==> config.mk <==
export PLATFORM = sky130hd
export DESIGN_NAME = alu_sweep_controller_flat
export DESIGN_NICKNAME = d
export VERILOG_FILES = /design/src/rtl/alu_sweep_pkg.sv /design/src/rtl/alu_sweep_controller_if.sv /design/src/rtl/alu_sweep_stats.sv /design/src/rtl/alu_sweep_controller.sv /design/src/flat_wrapper.sv
export SDC_FILE = /design/constraint.sdc
export NUM_CORES = 1
export LEC_CHECK = 0
export ABC_AREA = 0
export BUFFER_PORTS_ARGS = -buffer_cell sky130_fd_sc_hd__buf_2
export CORE_MARGIN = 2
export CORE_UTILIZATION = 54
export DETAILED_ROUTE_END_ITERATION = 10
export GPL_TIMING_DRIVEN = 0
export PLACE_DENSITY_LB_ADDON = 0.1
export SLEW_MARGIN = 20
export SYNTH_ARGS = -nofsm -noshare
export SYNTH_HDL_FRONTEND = slang
export SYNTH_SLANG_ARGS = --single-unit
==> constraint.sdc <==
create_clock -name clk -period 2.6 [get_ports clk]
set_clock_uncertainty 0.05 [all_clocks]
set_input_delay 0 -clock clk [delete_from_list [all_inputs] [get_ports clk]]
set_output_delay 0 -clock clk [all_outputs]
set_load 0.05 [all_outputs]
==> src/rtl/alu_sweep_pkg.sv <==
// Shared types and constants for the ALU sweep controller slice.
package alu_sweep_pkg;

  localparam int IDX_W     = 10;
  localparam int N_VECTORS = 1024;

  localparam logic [3:0] TRIG_A  = 4'hF;
  localparam logic [3:0] TRIG_B  = 4'hF;
  localparam logic [1:0] TRIG_OP = 2'b00;

  typedef logic [2:0] state_t;
  localparam state_t IDLE    = 3'd0;
  localparam state_t APPLY   = 3'd1;
  localparam state_t SETTLE  = 3'd2;
  localparam state_t COMPARE = 3'd3;
  localparam state_t DONE    = 3'd4;

  // Field order matches the vector index {A,B,op}, so an index casts straight to a drive.
  typedef struct packed {
    logic [3:0] a;
    logic [3:0] b;
    logic [1:0] op;
  } drive_t;

  typedef struct packed {
    logic [3:0] result;
    logic [2:0] flags;
  } alu_out_t;

  function automatic logic is_trigger(drive_t d);
    return (d.a == TRIG_A) && (d.b == TRIG_B) && (d.op == TRIG_OP);
  endfunction

endpackage

==> src/rtl/alu_sweep_controller_if.sv <==
// Shared drive bus to both ALU instances and their returned results/flags.
interface alu_sweep_controller_if;
  logic [3:0] alu_a;
  logic [3:0] alu_b;
  logic [1:0] alu_op;
  logic [3:0] clean_result;
  logic [2:0] clean_flags;
  logic [3:0] trojan_result;
  logic [2:0] trojan_flags;

  modport master (
    output alu_a, alu_b, alu_op,
    input  clean_result, clean_flags, trojan_result, trojan_flags
  );

  modport slave (
    input  alu_a, alu_b, alu_op,
    output clean_result, clean_flags, trojan_result, trojan_flags
  );
endinterface

==> src/rtl/alu_sweep_stats.sv <==
// Sweep statistics: vector/mismatch/trigger counters and first-mismatch capture.
// Latency: counts update on the edge ending the enabled cycle; clear wins over enable.
// Backpressure: none; saturating counters, one update per enabled cycle.
module alu_sweep_stats
  import alu_sweep_pkg::*;
#(
  parameter int CNT_W = 11
) (
  input  logic             clk,
  input  logic             rst_n,
  input  logic             clr,
  input  logic             en,
  input  logic             mismatch,
  input  logic             trigger,
  input  logic [IDX_W-1:0] idx,
  output logic [CNT_W-1:0] vector_cnt,
  output logic [CNT_W-1:0] mismatch_cnt,
  output logic [CNT_W-1:0] trigger_cnt,
  output logic             first_mm_valid,
  output logic [IDX_W-1:0] first_mm_idx
);

  localparam logic [CNT_W-1:0] CNT_MAX = '1;
  localparam logic [CNT_W-1:0] CNT_ONE = CNT_W'(1);

  always_ff @(posedge clk) begin
    if (!rst_n || clr) begin
      vector_cnt     <= '0;
      mismatch_cnt   <= '0;
      trigger_cnt    <= '0;
      first_mm_valid <= 1'b0;
      first_mm_idx   <= '0;
    end else if (en) begin
      if (vector_cnt != CNT_MAX) vector_cnt <= vector_cnt + CNT_ONE;
      if (mismatch) begin
        if (mismatch_cnt != CNT_MAX) mismatch_cnt <= mismatch_cnt + CNT_ONE;
        if (!first_mm_valid) begin
          first_mm_valid <= 1'b1;
          first_mm_idx   <= idx;
        end
      end
      if (trigger && (trigger_cnt != CNT_MAX)) trigger_cnt <= trigger_cnt + CNT_ONE;
    end
  end

endmodule

==> src/rtl/alu_sweep_controller.sv <==
// Exhaustive {A,B,op} sweep of clean vs Trojan ALU; HALT_ON_MISMATCH_EN stops at first mismatch.
// Latency: SETTLE_CYCLES+2 cycles per vector, done after 1024 vectors.
// Backpressure: none; start ignored while busy, abort returns to IDLE from any state.
module alu_sweep_controller
  import alu_sweep_pkg::*;
#(
  parameter int SETTLE_CYCLES = 3,
  parameter int CNT_W         = 11
) (
  input  logic                    clk,
  input  logic                    rst_n,
  input  logic                    start,
  input  logic                    abort,
  alu_sweep_controller_if.master  alu,
  output logic                    busy,
  output logic                    done,
  output logic [CNT_W-1:0]        vector_cnt,
  output logic [CNT_W-1:0]        mismatch_cnt,
  output logic [CNT_W-1:0]        trigger_cnt,
  output logic                    first_mm_valid,
  output logic [IDX_W-1:0]        first_mm_idx
);

  localparam logic [3:0]       SETTLE_LAST = 4'(SETTLE_CYCLES - 1);
  localparam logic [IDX_W-1:0] LAST_IDX    = IDX_W'(N_VECTORS - 1);

  state_t           state_q, state_d;
  logic [IDX_W-1:0] idx_q;
  logic [3:0]       settle_q;
  drive_t           drive_q;
  logic             accept;
  logic             mismatch;
  logic             halt_hit;

  assign accept   = ((state_q == IDLE) || (state_q == DONE)) && start && !abort;
  assign mismatch = alu_out_t'({alu.clean_result, alu.clean_flags})
                 != alu_out_t'({alu.trojan_result, alu.trojan_flags});

`ifdef HALT_ON_MISMATCH_EN
  assign halt_hit = mismatch;
`else
  assign halt_hit = 1'b0;
`endif

  always_comb begin
    state_d = state_q;
    case (state_q)
      IDLE:    if (accept) state_d = APPLY;
      APPLY:   state_d = SETTLE;
      SETTLE:  if (settle_q == SETTLE_LAST) state_d = COMPARE;
      COMPARE: state_d = ((idx_q == LAST_IDX) || halt_hit) ? DONE : APPLY;
      DONE:    if (accept) state_d = APPLY;
      default: state_d = IDLE;
    endcase
    if (abort && (state_q != IDLE)) state_d = IDLE;
  end

  always_ff @(posedge clk) begin
    if (!rst_n) begin
      state_q  <= IDLE;
      idx_q    <= '0;
      settle_q <= '0;
      drive_q  <= '0;
    end else begin
      state_q  <= state_d;
      settle_q <= (state_q == SETTLE) ? settle_q + 4'd1 : 4'd0;
      if (accept) idx_q <= '0;
      else if ((state_q == COMPARE) && (state_d == APPLY)) idx_q <= idx_q + IDX_W'(1);
      // The bus idles at zero whenever the sweep is not running.
      if ((state_d == IDLE) || (state_d == DONE)) drive_q <= '0;
      else if (state_q == APPLY) drive_q <= drive_t'(idx_q);
    end
  end

  assign alu.alu_a  = drive_q.a;
  assign alu.alu_b  = drive_q.b;
  assign alu.alu_op = drive_q.op;
  assign busy = (state_q == APPLY) || (state_q == SETTLE) || (state_q == COMPARE);
  assign done = (state_q == DONE);

  alu_sweep_stats #(.CNT_W(CNT_W)) u_stats (
    .clk            (clk),
    .rst_n          (rst_n),
    .clr            (accept),
    .en             (state_q == COMPARE),
    .mismatch       (mismatch),
    .trigger        (is_trigger(drive_q)),
    .idx            (idx_q),
    .vector_cnt     (vector_cnt),
    .mismatch_cnt   (mismatch_cnt),
    .trigger_cnt    (trigger_cnt),
    .first_mm_valid (first_mm_valid),
    .first_mm_idx   (first_mm_idx)
  );

endmodule

==> src/flat_wrapper.sv <==
// flat-port wrapper written by rule: the top's interface ports become plain ports
module alu_sweep_controller_flat import alu_sweep_pkg::*;
#(
  parameter int SETTLE_CYCLES = 3,
  parameter int CNT_W         = 11
)
  (clk, rst_n, start, abort, busy, done, vector_cnt, mismatch_cnt, trigger_cnt, first_mm_valid, first_mm_idx, alu_alu_a, alu_alu_b, alu_alu_op, alu_clean_result, alu_clean_flags, alu_trojan_result, alu_trojan_flags);
  alu_sweep_controller_if alu_i ();
  input  logic clk;
  input  logic rst_n;
  input  logic start;
  input  logic abort;
  output logic busy;
  output logic done;
  output logic [CNT_W-1:0] vector_cnt;
  output logic [CNT_W-1:0] mismatch_cnt;
  output logic [CNT_W-1:0] trigger_cnt;
  output logic first_mm_valid;
  output logic [IDX_W-1:0] first_mm_idx;
  output wire logic [$bits(alu_i.alu_a)-1:0] alu_alu_a;
  output wire logic [$bits(alu_i.alu_b)-1:0] alu_alu_b;
  output wire logic [$bits(alu_i.alu_op)-1:0] alu_alu_op;
  input wire logic [$bits(alu_i.clean_result)-1:0] alu_clean_result;
  input wire logic [$bits(alu_i.clean_flags)-1:0] alu_clean_flags;
  input wire logic [$bits(alu_i.trojan_result)-1:0] alu_trojan_result;
  input wire logic [$bits(alu_i.trojan_flags)-1:0] alu_trojan_flags;
  assign alu_alu_a = alu_i.alu_a;
  assign alu_alu_b = alu_i.alu_b;
  assign alu_alu_op = alu_i.alu_op;
  assign alu_i.clean_result = alu_clean_result;
  assign alu_i.clean_flags = alu_clean_flags;
  assign alu_i.trojan_result = alu_trojan_result;
  assign alu_i.trojan_flags = alu_trojan_flags;
  alu_sweep_controller #(.SETTLE_CYCLES(SETTLE_CYCLES), .CNT_W(CNT_W)) u_core (.clk(clk), .rst_n(rst_n), .start(start), .abort(abort), .alu(alu_i), .busy(busy), .done(done), .vector_cnt(vector_cnt), .mismatch_cnt(mismatch_cnt), .trigger_cnt(trigger_cnt), .first_mm_valid(first_mm_valid), .first_mm_idx(first_mm_idx));
endmodule
==> results of run 1 <==
path summary, 6_finish.rpt:
kind,cells after the start,to,startpoint
hold / removal,4,u_core.state_q[0],abort
setup reg to reg,6,u_core.idx_q[7],u_core.idx_q[0]
hold reg to reg,2,u_core.u_stats.first_mm_idx[3],u_core.u_stats.first_mm_idx[3]
setup / recovery,6,u_core.idx_q[7],u_core.idx_q[0]
per-stage QoR:
step	std cells	hold slack, ps
2_1_floorplan	376	63.8
3_3_place_gp	524	227
3_5_place_dp	524	233
4_1_cts	541	81.9
5_1_grt	541	143
6_report	541	94.0
registers in the layout (all words and copies together) (netlist names), 3 cells and up:
name	flops
u_core.settle_q	4
u_core.alu.alu_b	4
u_core.idx_q	10
u_core.alu.alu_a	4
u_core.u_stats.trigger_cnt	11
u_core.u_stats.first_mm_idx	10
u_core.u_stats.vector_cnt	11
u_core.u_stats.mismatch_cnt	11
u_core.state_q	3
worst reg2reg max path, stage by stage (launching register included):
cell      delay, ps
dfxtp_1         420
ha_1            220
nand4_1         160
o311ai_1        760
nor3_1          160
xnor2_1         220
nor2_1           50
layer usage:
layer  part of all wire (%)  vias to the layer above  global-route usage (%)
met3                    4.8                        8                    4.18
met5                      0                        -                       0
met2                     46                       86                    35.9
met1                     48                     1376                    29.9
met4                    1.3                        0                    8.17
li1                       -                     1516                       -
kinds of logic (layout without fill, tap and decap cells):
kind of cell	Yosys count	after routing
adders and majority gates	6	6
DFF	71	71
and+or+nand+nor	187	187
muxes	14	14
xor gates and xnor gates	30	30
buffers and inverters	18	108
AOI/OAI and AO/OA	50	50
final cells by class:
type	instances	area [um2]	share of cell area [%]
flip-flops and latches	71	1420	35.9
clock buffers	9	124	3.13
repair buffers	75	385	9.73
clock inverters	6	86.3	2.18
plain buffers	13	63.8	1.61
multi-input cells	287	1770	44.6
well taps	75	93.8	2.37
inverters	5	18.8	0.474
report_power, final:
group	switching (W)	internal [W]	total [W]
registers	0.000000753	0.00109	0.00109
logic	0.0000618	0.0000374	0.0000992
clock network	0.000409	0.000533	0.000942
total	0.000472	0.00166	0.00213
cells in the mapped netlist (all sizes together):
| master | n | share of area [%] |
|---|---|---|
| dfxtp | 71 | 43 |
| nor3 | 5 | 0.77 |
| a311oi | 1 | 0.27 |
| a31o | 1 | 0.27 |
| a21oi | 20 | 3.1 |
| nand4bb | 1 | 0.34 |
| o21ai | 12 | 1.8 |
| xnor2 | 15 | 4.0 |
| or4 | 2 | 0.46 |
| nor4 | 4 | 1.7 |
| clkbuf | 4 | 0.46 |
| o221ai | 1 | 0.46 |
| nand3b | 1 | 0.61 |
| buf | 9 | 1.5 |
| o311ai | 3 | 0.80 |
| or3 | 6 | 1.1 |
| o41ai | 2 | 0.54 |
| xor2 | 15 | 4.0 |
| nor3b | 2 | 0.46 |
| nand4b | 1 | 0.27 |
| o31ai | 1 | 0.23 |
| and4 | 3 | 0.80 |
| and3 | 8 | 1.5 |
| nand2b | 1 | 0.19 |
| a211oi | 2 | 0.46 |
| inv | 5 | 0.57 |
| nand4 | 13 | 2.7 |
| and3b | 1 | 0.27 |
| nor2 | 58 | 6.7 |
| or2 | 1 | 0.19 |
| mux2i | 14 | 4.3 |
| nand2 | 37 | 4.3 |
| ha | 6 | 2.3 |
| nand3 | 33 | 5.1 |
| nor4b | 1 | 0.27 |
| and2 | 6 | 1.1 |
| or4b | 3 | 0.92 |
| a22oi | 1 | 0.23 |
| o311a | 1 | 0.31 |
| a41o | 1 | 0.31 |
| a31oi | 4 | 0.77 |
repair_timing:
| action | 4_1_cts | 5_1_grt |
|---|---|---|
| hold endpoints to repair | 7 | 0 |
| hold buffers | 2 | 0 |
| setup endpoints to repair | 0 | 0 |
==> summary.md, run 1 <==
| Metric | Value |
|---|---|
| Worst Path Max Fanout | `8` |
| CTS tree | `built` |
| Xor and xnor area share after synthesis | `8.04%` |
| FF-to-FF setup slack | `440 ps` |
| Synth Cell Area | `0.00327 mm2` |
| #FFs+latches synth | `71` |
| Synth Area in Compound Gates | `9.53%` |
| Final wirelength | `7220 um` |
| Initial antenna violation count | `0` |
| DPL Wire Length | `5260 um` |
| CP endpoint kind | `flip-flop` |
| DRC errors left | `0` |
| GPL Wtd Cong | `0.813` |
| Worst setup SP type | `flip-flop` |
| Final ANT Viol Nets | `0` |
| Most frequent cells in the layout | `buf_2, dfxtp_1, nor2_1, nand2_1, nand3_1` |
| Maximum VDD drop | `350 uV` |
| Achievable frequency | `0.464 GHz` |
| WP buf/inv | `0` |
| Crit path arrival time | `2330 ps` |
| Min Clock Period, post-route | `2160 ps` |
| First-pass DRT Iterations | `4` |
| DR vias/cell | `5.52` |
| CTS Buf Count | `9` |
| Mux share of post-synthesis cell area | `4.29%` |
| Post-Synth Simple-Gate Area | `29.9%` |
| Clock-pin slew on the worst setup and hold paths | `70 ps` |
| Yosys cell types | `50` |
| H-tree depth | `3` |
| First-pass GRT wire length | `11600 um` |
| Worst EP required | `2780 ps` |
| Sink Count | `71` |
| CP max stage delay | `760 ps` |
| PnR worst setup slack | `443 ps` |
| Tot GR Track Use | `22.3%` |
| Worst-skew pair later-pin latency | `340 ps` |
| Most common cell after layout, fill and taps aside | `buf_2` |
| Largest net degree at the start of global routing | `13` |
| Final Instance Area | `0.00396 mm2` |
| Layout cell share with drive strength beyond 1 | `23.0%` |
| Vias in the first global route | `2525` |
| Area post-placement | `0.00373 mm2` |
| Worst path cell trace | `ha_1, nand4_1, o311ai_1, nor3_1, xnor2_1, nor2_1` |
| Port bufs | `73` |
| Cell count after synthesis | `376` |
| Post-Synth Adder-Cell Area | `2.30%` |
| Synthesis-to-layout area growth | `21.1%` |
| Sequential share of the synthesized area | `43.5%` |
| Avg Cell Area, Syn | `8.70 um2` |
| DIE AREA | `0.00669 mm2` |
| Status | `completed` |
| Inserted Diodes | `0` |
| Total gr overflow | `0` |
| Max clock buf depth | `2` |
| Post-CTS setup repair buffer count | `0` |
| Cts repair resizes | `0` |
| Clk root buf | `clkbuf_8` |
| Die Ht | `81.8 um` |
| Lkg Pwr | `1.66 nW` |
| Layout Nets | `486` |
| Sum Neg Setup Slack | `0 ps` |
| Initial DRC count | `164` |
| Overall Power | `0.00213 W` |
| Chip width | `81.8 um` |
| Top Ports | `74` |
| HP Class | `in -> reg` |
| Pwr/cell area | `538 mW/mm2` |
| CP max stage cell | `o311ai_1` |
| WS Path Type | `reg -> reg` |
| Final hold vios | `0` |
| Main combinational cell family by area after synthesis | `simple AND/OR/NAND/NOR gates` |
| # Max-Cap Violations | `0` |
| Delay-heaviest family, CP | `compound AO/OA/AOI/OAI gates` |
| Initial Utilization | `55.5%` |
| Fillers | `513` |
| Final period util | `83.0%` |
| Core area | `0.00589 mm2` |
| Routed vias | `2986` |
| Core Util, Final | `67.3%` |
| # rows | `28` |
| Slew @ Worst Pin | `862 ps` |
| Yosys warns | `0` |
| Worst slack, placed | `447 ps` |
| Syn Nets | `400` |
| Final setup fails | `0` |
| RSZ-0062 raised after global routing | `no` |
| Rel. slew slack | `41.6%` |
| Max Slew Vio Count | `0` |
| Post-DR wirelength/cell | `13.4 um` |
Note: power is estimated with default switching activity, not from simulation.
==> inputs of run 2 (changes only) <==
--- a/config.mk
+++ b/config.mk
@@ -5,10 +5,10 @@
 export SDC_FILE = /design/constraint.sdc
 export NUM_CORES = 1
 export LEC_CHECK = 0
-export ABC_AREA = 0
+export ABC_AREA = 1
 export BUFFER_PORTS_ARGS = -buffer_cell sky130_fd_sc_hd__buf_2
 export CORE_MARGIN = 2
-export CORE_UTILIZATION = 54
+export CORE_UTILIZATION = 55
 export DETAILED_ROUTE_END_ITERATION = 10
 export GPL_TIMING_DRIVEN = 0
 export PLACE_DENSITY_LB_ADDON = 0.1
==> constraint.sdc (replaced) <==
create_clock -name clk -period 2.1 [get_ports clk]
set_clock_uncertainty 0.05 [all_clocks]
set_input_delay 0 -clock clk [delete_from_list [all_inputs] [get_ports clk]]
set_output_delay 0 -clock clk [all_outputs]
set_load 0.05 [all_outputs]
==> run 2 against run 1 <==
Against the previous run:
- worst setup slack got worse by 150 ps
- total power rose by 25%
- synthesized cell count rose by 42%
- non-clock buffer count did not move
- wire length rose by 20%
- critical path depth rose by 4
- clock power rose by 18%
- cell count rose by 30%
==> summary.md, run 2 <==
| Metric | Value |
|---|---|
| Number of enable flip-flop cells after synthesis | `0 (unchanged)` |
| DPL Wire Length | `6360 um (+21%)` |
| First-pass DRT Iterations | `5 (+1)` |
| Chip width | `86.8 um (+6.1%)` |
| CP max stage cell | `dfxtp_1` |
| Hold_ws | `22.6 ps (-71.4 ps)` |
| H-tree depth | `3 (unchanged)` |
| Max clock buf depth | `2 (unchanged)` |
| Top cells by area, synth | `dfxtp_1, nand2_1, nor2_1` |
| Most common cell after layout, fill and taps aside | `nand2_1` |
| Synth Cell Area | `0.00377 mm2 (+15%)` |
| Layout Nets | `644 (+33%)` |
| First-pass GRT wire length | `14500 um (+25%)` |
| Cts repair resizes | `0 (unchanged)` |
| Status | `completed` |
| Slew @ Worst Pin | `573 ps (-289 ps)` |
| Worst setup SP type | `flip-flop` |
| Worst Path Max Fanout | `8 (unchanged)` |
| Sink Count | `71 (unchanged)` |
| Max Slew Vio Count | `0 (unchanged)` |
| Core area | `0.00672 mm2 (+14%)` |
| Final setup fails | `0 (unchanged)` |
| Most frequent cells after synthesis | `nand2_1, nor2_1, dfxtp_1` |
| Sum Neg Setup Slack | `0 ps (unchanged)` |
| RSZ-0062 raised after global routing | `no` |
| Yosys warns | `0 (unchanged)` |
| Most frequent cells in the layout | `nand2_1, nor2_1, buf_2, dfxtp_1, nand3_1` |
| CP max stage delay | `400 ps (-360 ps)` |
| Initial antenna violation count | `0 (unchanged)` |
| Post-CTS setup repair buffer count | `0 (unchanged)` |
| Maximum VDD drop | `267 uV (-24%)` |
| Initial DRC count | `209 (+27%)` |
| Final ANT Viol Nets | `0 (unchanged)` |
| Largest net degree at the start of global routing | `12 (-1)` |
| Synthesis-to-layout area growth | `17.8%` |
| Yosys cell types | `36 (-28%)` |
| Cells on worst reg2reg path | `10 (+4)` |
| Hold-critical path depth | `4 (unchanged)` |
| Sequential share of the synthesized area | `37.7% (-5.8 points)` |
| Most frequent cell after synthesis | `nand2_1` |
| Ys async rst share | `0% (unchanged)` |
| Post-synth top area share | `37.7% (-5.8 points)` |
| Post-DR wirelength/cell | `12.3 um (-7.7%)` |
| Initial Utilization | `56.1% (+0.60 points)` |
| Worst path cell trace | `ha_1, nand2_1, inv_1, nand2_1, nor3_2, nand2_1, nand3_2, inv_2, nand2_1, a21oi_1` |
| # Max-Cap Violations | `0 (unchanged)` |
| Achievable frequency | `0.553 GHz (+19%)` |
| Biggest regs | `u_core.u_stats.mismatch_cnt x11, u_core.u_stats.trigger_cnt x11, u_core.u_stats.vector_cnt x11` |
| Cell count after synthesis | `535 (+42%)` |
| Port bufs | `73 (unchanged)` |
| Clock-pin slew on the worst setup and hold paths | `80 ps (about the same)` |
| Top Ports | `74 (unchanged)` |
| Rel. slew slack | `61.6% (+20 points)` |
| DR vias/cell | `5.21 (-5.7%)` |
| WS Path Type | `reg -> reg` |
| HP Class | `in -> reg` |
| Multi-input logic area | `0.00208 mm2 (+18%)` |
| #FFs+latches synth | `71 (unchanged)` |
| GPL Wtd Cong | `0.843 (+3.7%)` |
| Lkg Pwr | `1.85 nW (+11%)` |
| Synth Flop Type | `dfxtp_1` |
| Avg Cell Area, Syn | `7.05 um2 (-19%)` |
| Reg area | `0.00142 mm2 (unchanged)` |
| Final period util | `86.0% (+3.1 points)` |
| Clk root buf | `clkbuf_8` |
| Inserted Diodes | `0 (unchanged)` |
| CTS Buf Count | `9 (unchanged)` |
| Total gr overflow | `0 (unchanged)` |
| # hold bufs at CTS | `1 (-1)` |
| Worst-skew pair later-pin latency | `350 ps (about the same)` |
| DIE AREA | `0.00754 mm2 (+13%)` |
| Pwr/cell area | `600 mW/mm2 (+11%)` |
| Routed vias | `3666 (+23%)` |
| Min Clock Period, post-route | `1810 ps (-351 ps)` |
| Tot GR Track Use | `24.1% (+1.7 points)` |
| Most frequent CP cell | `nand2_1` |
| CTS tree | `built` |
| Yosys top cell by area | `dfxtp_1` |
| Crit path arrival time | `1990 ps (-340 ps)` |
| Die Ht | `86.8 um (+6.1%)` |
| Layout cell share with drive strength beyond 1 | `22.3% (-0.69 points)` |
| Fillers | `635 (+24%)` |
| Final wirelength | `8680 um (+20%)` |
| DRC errors left | `0 (unchanged)` |
| # rows | `30 (+7.1%)` |
| Worst EP required | `2290 ps (-490 ps)` |
| Final hold vios | `0 (unchanged)` |
| Vias in the first global route | `3239 (+28%)` |
| CP endpoint kind | `flip-flop` |
| Syn Nets | `559 (+40%)` |
run 2: cell types whose count changed after synthesis, sizes merged, moves of 6 or more:
cell,before,now
nor2,58,93
a21oi,20,41
inv,5,51
mux2i,14,0
and3,8,0
or3,6,0
nor3,5,13
and2,6,0
nand4,13,20
nand2,37,133
nand3,33,47
run 2: path summary, 6_finish.rpt:
path | from | endpoint | slack (ps)
max reg2reg | u_core.u_stats.trigger_cnt[0] | u_core.u_stats.trigger_cnt[4] | 290
min | start | u_core.state_q[2] | 20
max | u_core.u_stats.trigger_cnt[0] | u_core.u_stats.trigger_cnt[4] | 290
min reg2reg | u_core.u_stats.first_mm_idx[5] | u_core.u_stats.first_mm_idx[5] | 420
run 2: per-layer routing:
layer  vias up  wire length [um]  GRT usage [%]  share of wire, %
li1       1907                 -              -                 -
met1      1656              3970           31.2                46
met2        88              4170           40.0                48
met3        15               408           4.48               4.7
met4         0               133           8.38               1.5
met5         -                 0              0                 0
run 2: per-stage QoR:
stage	cell area, um2	std cells	worst slack, ps	utilization, %	power, W
after global placement	4240	688	318	63.1	0.00158
final	4450	704	293	66.2	0.00267
after global routing	4450	704	85.3	66.2	0.00276
after detailed placement	4240	688	301	63.1	0.00158
after CTS	4450	704	290	66.2	0.00268
after floorplan	3770	535	69.1	-	0.00153
run 2: critical path: cells and delay by family (launching register included):
| kind | cells | cell delay [ps] |
|---|---|---|
| AO/OA/AOI/OAI | 1 | 50 |
| adder cells (fa/ha/maj) | 1 | 220 |
| buffers and inverters | 2 | 170 |
| flip-flops | 1 | 400 |
| AND/OR/NAND/NOR | 6 | 790 |
run 2: logic make-up after synthesis:
| kind of cell | synth area share (%) |
|---|---|
| AOI/OAI and AO/OA | 9.15 |
| xor gates and xnor gates | 5.57 |
| buffers and inverters | 7.23 |
| adders and majority gates | 1.99 |
| DFF | 37.7 |
| and+or+nand+nor | 38.4 |
run 2: final cells by class:
class,count,area share [%]
multi-input combinational,399,46.7
buffer,14,1.77
clock inverter,3,0.957
timing repair buffer,74,8.44
tap,80,2.25
inverter,51,4.36
sequential,71,32.0
clock buffer,12,3.49
run 2: power breakdown:
part,switching (W),internal [W]
registers,0.00000651,0.00135
logic,0.000135,0.0000633
clock network,0.000506,0.000606
total,0.000647,0.00202
==> inputs of run 3 (changes only) <==
--- a/config.mk
+++ b/config.mk
@@ -5,11 +5,11 @@
 export SDC_FILE = /design/constraint.sdc
 export NUM_CORES = 1
 export LEC_CHECK = 0
-export ABC_AREA = 1
 export BUFFER_PORTS_ARGS = -buffer_cell sky130_fd_sc_hd__buf_2
 export CORE_MARGIN = 2
-export CORE_UTILIZATION = 55
+export CORE_UTILIZATION = 54
 export DETAILED_ROUTE_END_ITERATION = 10
+export GPL_ROUTABILITY_DRIVEN = 0
 export GPL_TIMING_DRIVEN = 0
 export PLACE_DENSITY_LB_ADDON = 0.1
 export SLEW_MARGIN = 20
==> run 3 against run 2 <==
Against the previous run:
- design area down 9.5%
- via count shrank 18%
- largest power group unchanged
- clock power increased by 14%
- highest routed layer unchanged
- sequential share of layout area up 3.4 points
- sequential power is essentially flat
- critical endpoint is now u_core.u_stats.mismatch_cnt[1]
==> summary.md, run 3 (synthesis results as in run 1) <==
| Metric | Value |
|---|---|
| Lkg Pwr | `1.68 nW (-9.0%)` |
| Final period util | `95.3% (+9.2 points)` |
| Worst Path Max Fanout | `10 (+2)` |
| Comb pwr share | `4.7% (-2.7 points)` |
| Crit path arrival time | `2180 ps (+190 ps)` |
| P_int | `0.00215 W (+6.7%)` |
| Achievable frequency | `0.500 GHz (-9.7%)` |
| # rows | `28 (-6.7%)` |
| Overall Power | `0.00274 W (+2.6%)` |
| Sequential share of power | `49.3% (-1.6 points)` |
| # Max-Cap Violations | `0 (unchanged)` |
| Layout cell share with drive strength beyond 1 | `23.6% (+1.3 points)` |
| Tot GR Track Use | `23.5% (-0.60 points)` |
| Final ANT Viol Nets | `0 (unchanged)` |
| Clock-pin slew on the worst setup and hold paths | `70 ps (about the same)` |
| Sum Neg Setup Slack | `0 ps (unchanged)` |
| Core area | `0.00589 mm2 (-12%)` |
| Sink Count | `71 (unchanged)` |
| DRC errors left | `0 (unchanged)` |
| Rel. slew slack | `45.4% (-16 points)` |
| Pwr/cell area | `681 mW/mm2 (+13%)` |
| Psw | `0.000583 W (-9.9%)` |
| Routed vias | `3010 (-18%)` |
| HP Class | `in -> reg` |
| Multi-input logic area | `0.00180 mm2 (-13%)` |
| CTS Buf Count | `9 (unchanged)` |
| Max clock buf depth | `2 (unchanged)` |
| Synthesis-to-layout area growth | `23.0%` |
| Min Clock Period, post-route | `2000 ps (+194 ps)` |
| Final wirelength | `7350 um (-15%)` |
| Hold_ws | `101 ps (+78.0 ps)` |
| Total gr overflow | `0 (unchanged)` |
| Most frequent cells in the layout | `buf_2, dfxtp_1, nor2_1, nand2_1, nand3_1` |
| WS Path Type | `reg -> reg` |
| Most common cell after layout, fill and taps aside | `buf_2` |
| Inserted Diodes | `0 (unchanged)` |
| DPL Wire Length | `5290 um (-17%)` |
| Worst setup SP type | `flip-flop` |
| Layout Nets | `486 (-25%)` |
| Worst-skew pair later-pin latency | `350 ps (about the same)` |
| Port bufs | `73 (unchanged)` |
| Maximum VDD drop | `404 uV (+51%)` |
| Initial Utilization | `55.5% (-0.60 points)` |
| First-pass GRT wire length | `12100 um (-17%)` |
| Clock power frac | `46.1% (+4.4 points)` |
| Post-DR wirelength/cell | `13.6 um (+10%)` |
| CP endpoint kind | `flip-flop` |
| Chip width | `81.8 um (-5.8%)` |
| DIE AREA | `0.00669 mm2 (-11%)` |
| Worst EP required | `2280 ps (about the same)` |
| Biggest regs | `u_core.u_stats.mismatch_cnt x11, u_core.u_stats.trigger_cnt x11, u_core.u_stats.vector_cnt x11` |
| Post-CTS setup repair buffer count | `0 (unchanged)` |
| Status | `completed` |
| Core Util, Final | `68.3% (+2.2 points)` |
| Reg area | `0.00142 mm2 (about the same)` |
| Initial antenna violation count | `0 (unchanged)` |
| Switching Share | `21.3% (-3.0 points)` |
| Slew @ Worst Pin | `814 ps (+241 ps)` |
| Die Ht | `81.8 um (-5.8%)` |
| Initial DRC count | `102 (-51%)` |
| Vias in the first global route | `2672 (-18%)` |
| Final setup fails | `0 (unchanged)` |
| Top Ports | `74 (unchanged)` |
| First-pass DRT Iterations | `4 (-1)` |
| DR vias/cell | `5.56 (+6.8%)` |
| RSZ-0062 raised after global routing | `yes` |
| Fillers | `518 (-18%)` |
| CTS tree | `built` |
| Largest net degree at the start of global routing | `12 (unchanged)` |
| Max Slew Vio Count | `0 (unchanged)` |
| H-tree depth | `3 (unchanged)` |
| Clk root buf | `clkbuf_8` |
| Final hold vios | `0 (unchanged)` |
## run 3: per-stage QoR
| stage | instances | cell area (um2) | worst slack, ps |
|---|---|---|---|
| 3_3_place_gp | 524 | 3730 | 60.4 |
| 6_report | 541 | 4020 | 99.5 |
| 2_1_floorplan | 376 | 3270 | 31.3 |
| 3_5_place_dp | 524 | 3730 | -7.49 |
| 4_1_cts | 541 | 3990 | 32.1 |
| 5_1_grt | 541 | 4020 | -6.62 |
## run 3: final cells by class
cell class / count / share of cell area [%]
Tap cell: 75 / 2.33
Buffer: 13 / 1.71
Clock inverter: 3 / 1.62
Inverter: 5 / 0.467
Multi-Input combinational cell: 287 / 44.8
Timing Repair Buffer: 75 / 9.58
Clock buffer: 12 / 4.11
Sequential cell: 71 / 35.4
## run 3: critical path: stages, from the launching register on
cell and delay (ps):
dfxtp_1 300, buf_4 160, or4b_1 600, and2_1 190, clkbuf_1 160, clkbuf_4 220
o311ai_0 120, nand2_1 80
## run 3: metal layers
layer | GRT usage, % | up-vias | wire length [um]
li1 | - | 1508 | -
met1 | 30.0 | 1416 | 3360
met2 | 37.6 | 76 | 3500
met3 | 5.49 | 10 | 371
met4 | 10.7 | 0 | 123
met5 | 0 | - | 0
## run 3: path summary, 6_finish.rpt
path	startpoint	to	cells past startpoint	slack (ps)
hold reg to reg	u_core.u_stats.first_mm_idx[0]	u_core.u_stats.first_mm_idx[0]	2	420
hold / removal	abort	u_core.state_q[0]	4	100
setup / recovery	u_core.state_q[1]	u_core.u_stats.mismatch_cnt[1]	7	100
setup reg to reg	u_core.state_q[1]	u_core.u_stats.mismatch_cnt[1]	7	100
## run 3: timing repair
item | in CTS | in global routing
hold endpoints to repair | 7 | 0
setup endpoints to repair | 2 | 24
gates resized for setup | 1 | 6
pin swaps | 0 | 1
hold buffers | 2 | 0
## run 3: power groups by stage
stage / sequential [W] / combinational [W] / clock (W)
floorplan: 0.00138 / 0.0000771 / 0
global placement: 0.00138 / 0.000118 / 0
detailed placement: 0.00138 / 0.000119 / 0
CTS: 0.00135 / 0.000123 / 0.00128
global route: 0.00135 / 0.000140 / 0.00133
finish: 0.00135 / 0.000127 / 0.00126
